**src/rtl/pwm_cfg_update_ctrl.sv**
```systemverilog
// PWM configuration update controller: double-buffers carrier settings and commits them at mask events.
// Optional forced commit after TIMEOUT_CYCLES in PENDING is enabled by defining PWMCFG_TIMEOUT_EN.

`ifndef PWMCOUNT_WIDTH
`define PWMCOUNT_WIDTH 16
`endif

`ifndef COUNT_UP
`define COUNT_UP     2'd0
`define COUNT_DOWN   2'd1
`define COUNT_UPDOWN 2'd2
`endif

`ifndef NO_MASK
`define NO_MASK     2'd0
`define MIN_MASK    2'd1
`define MAX_MASK    2'd2
`define MINMAX_MASK 2'd3
`endif

`ifndef PWM_OFF
`define PWM_OFF 1'b0
`define PWM_ON  1'b1
`endif

module pwm_cfg_update_ctrl #(
    parameter logic [15:0] TIMEOUT_CYCLES = 16'd65535
) (
    input  logic                       clk,
    input  logic                       resetn,
    input  logic                       cfg_valid,
    output logic                       cfg_ready,
    input  logic [`PWMCOUNT_WIDTH-1:0] cfg_period,
    input  logic [`PWMCOUNT_WIDTH-1:0] cfg_init_carr,
    input  logic [1:0]                 cfg_count_mode,
    input  logic [1:0]                 cfg_mask_mode,
    input  logic                       start,
    input  logic                       stop,
    input  logic                       maskevent,
    output logic [`PWMCOUNT_WIDTH-1:0] period,
    output logic [`PWMCOUNT_WIDTH-1:0] init_carr,
    output logic [1:0]                 count_mode,
    output logic [1:0]                 mask_mode,
    output logic                       pwm_onoff,
    output logic                       commit,
    output logic                       pending
);

    localparam logic [1:0] ST_OFF     = 2'd0;
    localparam logic [1:0] ST_RUN     = 2'd1;
    localparam logic [1:0] ST_PENDING = 2'd2;

    logic [1:0]                 state_q;
    logic [1:0]                 state_d;

    logic [`PWMCOUNT_WIDTH-1:0] sh_period;
    logic [`PWMCOUNT_WIDTH-1:0] sh_init_carr;
    logic [1:0]                 sh_count_mode;
    logic [1:0]                 sh_mask_mode;

    logic                       cfg_fire;
    logic                       load_cfg;
    logic                       load_shadow;
    logic                       capture_shadow;
    logic                       onoff_d;
    logic                       timeout_hit;

    assign cfg_fire = cfg_valid & cfg_ready;

`ifdef PWMCFG_TIMEOUT_EN
    logic [15:0] tmo_cnt;

    assign timeout_hit = (tmo_cnt == (TIMEOUT_CYCLES - 16'd1));

    always_ff @(posedge clk or negedge resetn) begin
        if (!resetn) begin
            tmo_cnt <= '0;
        end else if (state_q != ST_PENDING) begin
            tmo_cnt <= '0;
        end else if (!(stop | maskevent | timeout_hit)) begin
            tmo_cnt <= tmo_cnt + 16'd1;
        end
    end
`else
    logic unused_timeout_cfg;

    assign timeout_hit        = 1'b0;
    assign unused_timeout_cfg = ^TIMEOUT_CYCLES;
`endif

    // Only one of load_cfg / load_shadow can be set, so a commit always carries one complete field set.
    always_comb begin
        state_d        = state_q;
        load_cfg       = 1'b0;
        load_shadow    = 1'b0;
        capture_shadow = 1'b0;
        onoff_d        = pwm_onoff;
        case (state_q)
            ST_OFF: begin
                load_cfg = cfg_fire;
                if (start && !stop) begin
                    state_d = ST_RUN;
                    onoff_d = `PWM_ON;
                end
            end
            ST_RUN: begin
                if (stop) begin
                    // Going idle: a write accepted alongside stop is applied directly.
                    load_cfg = cfg_fire;
                    state_d  = ST_OFF;
                    onoff_d  = `PWM_OFF;
                end else if (cfg_fire) begin
                    capture_shadow = 1'b1;
                    state_d        = ST_PENDING;
                end
            end
            ST_PENDING: begin
                if (stop || maskevent || timeout_hit) begin
                    load_shadow = 1'b1;
                    state_d     = stop ? ST_OFF : ST_RUN;
                    onoff_d     = stop ? `PWM_OFF : pwm_onoff;
                end
            end
            default: begin
                state_d = ST_OFF;
                onoff_d = `PWM_OFF;
            end
        endcase
    end

    always_ff @(posedge clk or negedge resetn) begin
        if (!resetn) begin
            state_q   <= ST_OFF;
            pwm_onoff <= `PWM_OFF;
            cfg_ready <= 1'b1;
            pending   <= 1'b0;
            commit    <= 1'b0;
        end else begin
            state_q   <= state_d;
            pwm_onoff <= onoff_d;
            cfg_ready <= (state_d != ST_PENDING);
            pending   <= (state_d == ST_PENDING);
            commit    <= load_cfg | load_shadow;
        end
    end

    // The shadow only moves on capture, so it stays frozen for the whole PENDING stay.
    always_ff @(posedge clk or negedge resetn) begin
        if (!resetn) begin
            sh_period     <= '0;
            sh_init_carr  <= '0;
            sh_count_mode <= '0;
            sh_mask_mode  <= '0;
        end else if (capture_shadow) begin
            sh_period     <= cfg_period;
            sh_init_carr  <= cfg_init_carr;
            sh_count_mode <= cfg_count_mode;
            sh_mask_mode  <= cfg_mask_mode;
        end
    end

    always_ff @(posedge clk or negedge resetn) begin
        if (!resetn) begin
            period     <= '0;
            init_carr  <= '0;
            count_mode <= `COUNT_UP;
            mask_mode  <= `NO_MASK;
        end else if (load_shadow) begin
            period     <= sh_period;
            init_carr  <= sh_init_carr;
            count_mode <= sh_count_mode;
            mask_mode  <= sh_mask_mode;
        end else if (load_cfg) begin
            period     <= cfg_period;
            init_carr  <= cfg_init_carr;
            count_mode <= cfg_count_mode;
            mask_mode  <= cfg_mask_mode;
        end
    end

endmodule

```
**config.mk**
```make
export PLATFORM = sky130hd
export DESIGN_NAME = pwm_cfg_update_ctrl
export DESIGN_NICKNAME = d
export VERILOG_FILES = /design/src/rtl/pwm_cfg_update_ctrl.sv
export SDC_FILE = /design/constraint.sdc
export NUM_CORES = 1
export LEC_CHECK = 0
export ABC_CLOCK_PERIOD_IN_PS = 3200
export BUFFER_PORTS_ARGS = -buffer_cell sky130_fd_sc_hd__buf_4
export CORE_MARGIN = 5
export CORE_UTILIZATION = 37
export DETAILED_ROUTE_END_ITERATION = 10
export GPL_TIMING_DRIVEN = 0
export PLACE_DENSITY = 0.64
export SKIP_CTS_REPAIR_TIMING = 1
export SLEW_MARGIN = 0
export SYNTH_ARGS = -nofsm -noshare
export SYNTH_HDL_FRONTEND = slang
export SYNTH_SLANG_ARGS = --single-unit
```
**constraint.sdc**
```tcl
create_clock -name clk -period 3.2 [get_ports clk]
set_input_delay 0.16 -clock clk [delete_from_list [all_inputs] [get_ports clk]]
set_output_delay 0.16 -clock clk [all_outputs]
set_load 0.02 [all_outputs]
```
======== Yosys cells after proc, flatten, opt, wreduce, memory -nomap -nowiden ========
Cells that the tools add are included.
operators by class
  equal/unequal tests ..................... 6
  multiplexer cells ....................... 25
  bitwise logic cells ..................... 2
  reductions and logical operators ........ 6
operators by type and width
  cell                                            number
  two-way mux 16 bit                              4
  two-way mux 2 bit                               8
  two-way mux 1 bit                               10
  != test 2 bit (second input constant)           3
  case mux 2 bit (3 select lines)                 1
  == test 2 bit (second input constant)           2
  case mux 1 bit (3 select lines)                 1
  == test 2 x 1 -> 1 bit (second input constant)  1
  zero test 2 bit                                 1
  case mux 1 bit (2 select lines)                 1
  AND reduction 2 bit                             1
  nonzero test 2 bit                              1
  bitwise AND 1 bit                               1
  logical AND 1 bit                               1
  zero test 1 bit                                 1
  logical OR 1 bit                                1
  bitwise OR 1 bit                                1
storage, ports and cells
  bits in registers ....................... 78
  input bits .............................. 42
  output and inout port bits .............. 40
  word-level logic and storage cells ...... 52

======== Depth between registers and ports, before layout ========
  word-level depth ........................ 5
  depth in mapped cells ................... 8
  mapped depth without buffers ............ 6

======== Worst setup path before layout ========
Ideal clock, no wire load.
  kind .................................... register to register
  start ................................... reg state_q[0]
  end ..................................... reg count_mode[0]
  setup time .............................. 0.141 ns
  data arrival time ....................... 1.381 ns
  required time ........................... 3.059 ns
  setup slack ............................. 1.678 ns
  stages on the path, launching flop included .. 9
  path buffers ............................ 2
  clock period less this slack ............ 1.522 ns
  path through ............................ dfrtp_1 -> inv_1 -> ha_1 -> a21o_1 -> and2b_1 -> buf_6 -> buf_6 -> nand2_1 -> a31oi_1
between the ends
  cells in the longest elaborated chain, start to end .. 3
  elaborated cells between the ends (all ways) .. 7
  classes of those cells .................. 2 x eq/ne; 3 x mux; 2 x reduce/logical
ends and longest elaborated chain
  what                                                                      line  source
  from (decl)                                                               53    logic [1:0] state_q;
  from (signal assigned)                                                    139   state_q <= state_d;
  == test 2 x 1 -> 1 bit (tied with other cells)                            98    case (state_q)
  case mux 1 bit (2 select lines) or two-way mux 1 bit (tied branches)      98
  nonzero test 2 bit (no source line) or two-way mux 2 bit (tied branches)  -
  to (signal assigned)                                                      166   count_mode <= `COUNT_UP;
  to (signal assigned)                                                      171   count_mode <= sh_count_mode;
  to (signal assigned)                                                      176   count_mode <= cfg_count_mode;
  to (decl)                                                                 42    output logic [1:0] count_mode,
Several ways; a longest one is shown, not always the timed one.
A chain may end at the register's enable or synchronous reset.

======== Final worst setup path ========
  start ................................... reg state_q[0]
  end ..................................... reg period[8]
between the ends
  cells in the longest elaborated chain, start to end .. 3
  elaborated cells between the ends (all ways) .. 7
  classes of those cells .................. 2 x eq/ne; 3 x mux; 2 x reduce/logical
ends and longest elaborated chain
  what                                                                       line  source
  == test 2 x 1 -> 1 bit (tied with other cells)                             98
  case mux 1 bit (2 select lines) or two-way mux 1 bit (tied branches)       98
  nonzero test 2 bit (no source line) or two-way mux 16 bit (tied branches)  -
  to (signal assigned)                                                       169   period <= sh_period;
  to (signal assigned)                                                       174   period <= cfg_period;
  to (decl)                                                                  40    output logic [`PWMCOUNT_WIDTH-1:0] period,
Several ways; a longest one is shown, not always the timed one.

==> summary.txt <==
Critical path
  – R2R setup slack: 1.45 ns
  – Reg-to-reg endpoint: period[8]
  – Crit. End Element: flip-flop
  – Crit-path max FO: 10
  – CP Data Required Time: 3.46 ns
  – Reg2reg path depth: 7
  – Worst flop-to-flop path startpoint: state_q[0]
  – Setup crit start kind: flip-flop
  – Crit path DAT: 2.01 ns
  – CP Class: flip-flop to flip-flop

Drt
  – Wire per inst: 14.8 um
  – Drt total wl: 7550 um
  – Vias per cell: 4.89
  – Drt pass-1 iters: 4
  – Routed via count: 2498
  – DRT antenna net count: 0
  – DRC Markers: 0
  – Drt initial violations: 76

Yosys
  – Mux cell area share after synthesis: 0.122
  – Synth Area in Adders: 0.0150
  – Compound-Gate Fraction of Synth Area: 0.0915
  – Most common cell in the netlist: dfrtp_1
  – Mapped Nets: 352
  – Cell taking the most area after synthesis: dfrtp_1
  – Count of different cell masters after synthesis: 25
  – Post-Synth XOR/XNOR Area: 0
  – Sequential area share after synthesis: 0.586
  – Simple-gate share of the synthesized area: 0.146
  – Largest family of logic cells by synthesized area: simple AND/OR/NAND/NOR gates
  – Async SR Flop Fraction: 1.00
  – Flops & latches, synth: 78
  – Syn_area_per_cell: 10.9 sq um
  – Top FF cell, synth: dfrtp_1
  – Syn. warnings: 0
  – Syn Inst Count: 306
  – Synth top area share: 0.578
  – Synth top cells by count: dfrtp_1, nand2_1, a31oi_1, mux2_2, nor2_1
  – Number of synthesized flops with an enable pin: 0
  – Area of the mapped netlist: 3340 sq um
  – Synth area leaders: dfrtp_1, mux2_2, nand2_1, a31oi_1, nor2_1

GRT
  – GRT Residual Overflow: 0
  – Initial antenna violation count: 0
  – GRT Total Usage: 0.140
  – First-pass GRT wire length: 12600 um
  – Number of global-route vias before repair: 2585
  – Pin count of the biggest net entering global routing: 79

STA
  – Setup_tns: 0 ns
  – Layout Skew: 0.00942 ns
  – Final min period: 1.75 ns
  – RSZ-0062 raised after global routing: false
  – Worst-Margin Slew: 0.971 ns
  – Final Hold Fails: 31
  – Fin Hold WS: -0.0133 ns
  – Max Slew Vio Count: 0
  – Fmax: 0.571 GHz
  – Final setup fails: 0
  – Final period util: 0.547
  – Relative max-transition margin: 0.353

Clock network
  – CTS tree: yes
  – Cts bufs inserted: 9
  – CTS sink count: 78
  – H-tree level count: 3
  – CTS root buf: clkbuf_8
  – Clock transition at the registers of the reported paths: 0.08 ns
  – Clock Latency Late Sink: 0.33 ns
  – Longest Clk Path Bufs: 2

Power
  – PwrDens: 993 nW/um^2
  – VDD IR-drop max: 0.456 mV
  – LEAKAGE: 2.04 nW

Finish
  – Post-layout util: 0.485
  – Proportion of layout cells with a drive suffix above 1: 0.365
  – Synth-to-Final Area Change: 27.3%
  – # diodes: 0
  – FILL cells: 820
  – Final #Nets: 444

Die
  – Vert. Die Dim: 105 um
  – Die area: 11000 sq um
  – Die X: 105 um
  – I/O Pins: 82
  – Core ar.: 8760 sq um
  – Initial Util: 0.381
  – Row count: 34

Placed design
  – Hpwl dp: 5350 um
  – Buffers added on ports: 81
  – GPL Wtd Cong: 0.795

Run status
  – Status: finished, violations left
  – Violated checks: negative hold slack

Hold path
  – Path type of the worst min-delay path: primary input to async pin

Run
  – Max_cap viols: 0
[flip-flops by register name, indices dropped and copies added, names as in the netlist, 16 cells and up]
signal        count
init_carr        16
period           16
sh_init_carr     16
sh_period        16
[cell usage in the layout (no fill, tap or decap), types with 2 or more instances in the layout]
master / synthesis / final
buf_4: 1 / 82
nor2b_1: 3 / 3
clkbuf_1: 6 / 8
nand2_1: 76 / 76
a31oi_1: 36 / 36
and2b_1: 2 / 2
ha_1: 4 / 4
clkinv_2: 0 / 3
nand2b_1: 2 / 2
dfrtp_1: 77 / 77
buf_2: 4 / 4
clkbuf_8: 0 / 10
nor2_1: 36 / 36
buf_6: 7 / 7
mux2_2: 36 / 36
a21oi_1: 2 / 2
o21ai_0: 3 / 3
inv_1: 2 / 2
[worst max-delay path by stage]
stage          cells past startpoint  startpoint       endpoint  slack, ns
2_1_floorplan                      8  state_q[0]  count_mode[0]       1.68
3_3_place_gp                       7  state_q[0]      period[9]       1.45
3_5_place_dp                       7  state_q[0]      period[8]       1.44
4_1_cts                            7  state_q[0]      period[8]       1.43
5_1_grt                            6  state_q[0]     period[12]       1.22
6_report                           7  state_q[0]      period[8]       1.45
[routing by layer]
layer / routed length (um) / vias to the layer above / GRT usage
li1: - / 1222 / -
met1: 3540 / 1213 / 0.190
met2: 3490 / 58 / 0.217
met3: 448 / 5 / 0.0382
met4: 65 / 0 / 0.0493
met5: 0 / - / 0
[cell type report]
cell class	instances	area (sq um)	area share
Tap cell	108	135	0.0318
Multi-Input combinational cell	208	1250	0.293
Sequential cell	78	1950	0.460
Buffer	18	129	0.0303
Timing Repair Buffer	81	608	0.143
Clock buffer	12	145	0.0342
Clock inverter	4	22.5	0.00530
Inverter	2	7.51	0.00177
[worst max-delay path, cell delays in order (launching register included)]
cell	delay, ns
dfrtp_1	0.42
inv_1	0.08
ha_1	0.25
a21o_1	0.18
nand3_2	0.19
buf_2	0.28
nand2_1	0.08
a31oi_1	0.18
[cells by family after synthesis]
group                    count (synthesis)
AO/OA/AOI/OAI                           47
adder cells (fa/ha/maj)                  4
buffers and inverters                   20
flip-flops                              78
multiplexers                            36
AND/OR/NAND/NOR                        121
[metrics by stage]
step                total power, mW  setup WS (ns)  cells  hold slack, ns  instance area (sq um)
floorplan                      2.91           1.68    306          -0.136                   3340
global placement               3.58           1.45    495           0.380                   4080
detailed placement             3.64           1.44    495           0.384                   4080
CTS                            4.28           1.43    511          0.0121                   4250
global route                   4.54           1.22    511          0.0430                   4250
finish                         4.22           1.45    511         -0.0133                   4250
[where the power goes]
| group | switching (mW) | total (mW) | internal [mW] |
|---|---|---|---|
| registers | 0.253 | 1.74 | 1.48 |
| clock network | 0.334 | 0.634 | 0.300 |
| logic | 0.980 | 1.85 | 0.865 |
| total | 1.57 | 4.22 | 2.65 |
Note: power is estimated with default switching activity, not from simulation.
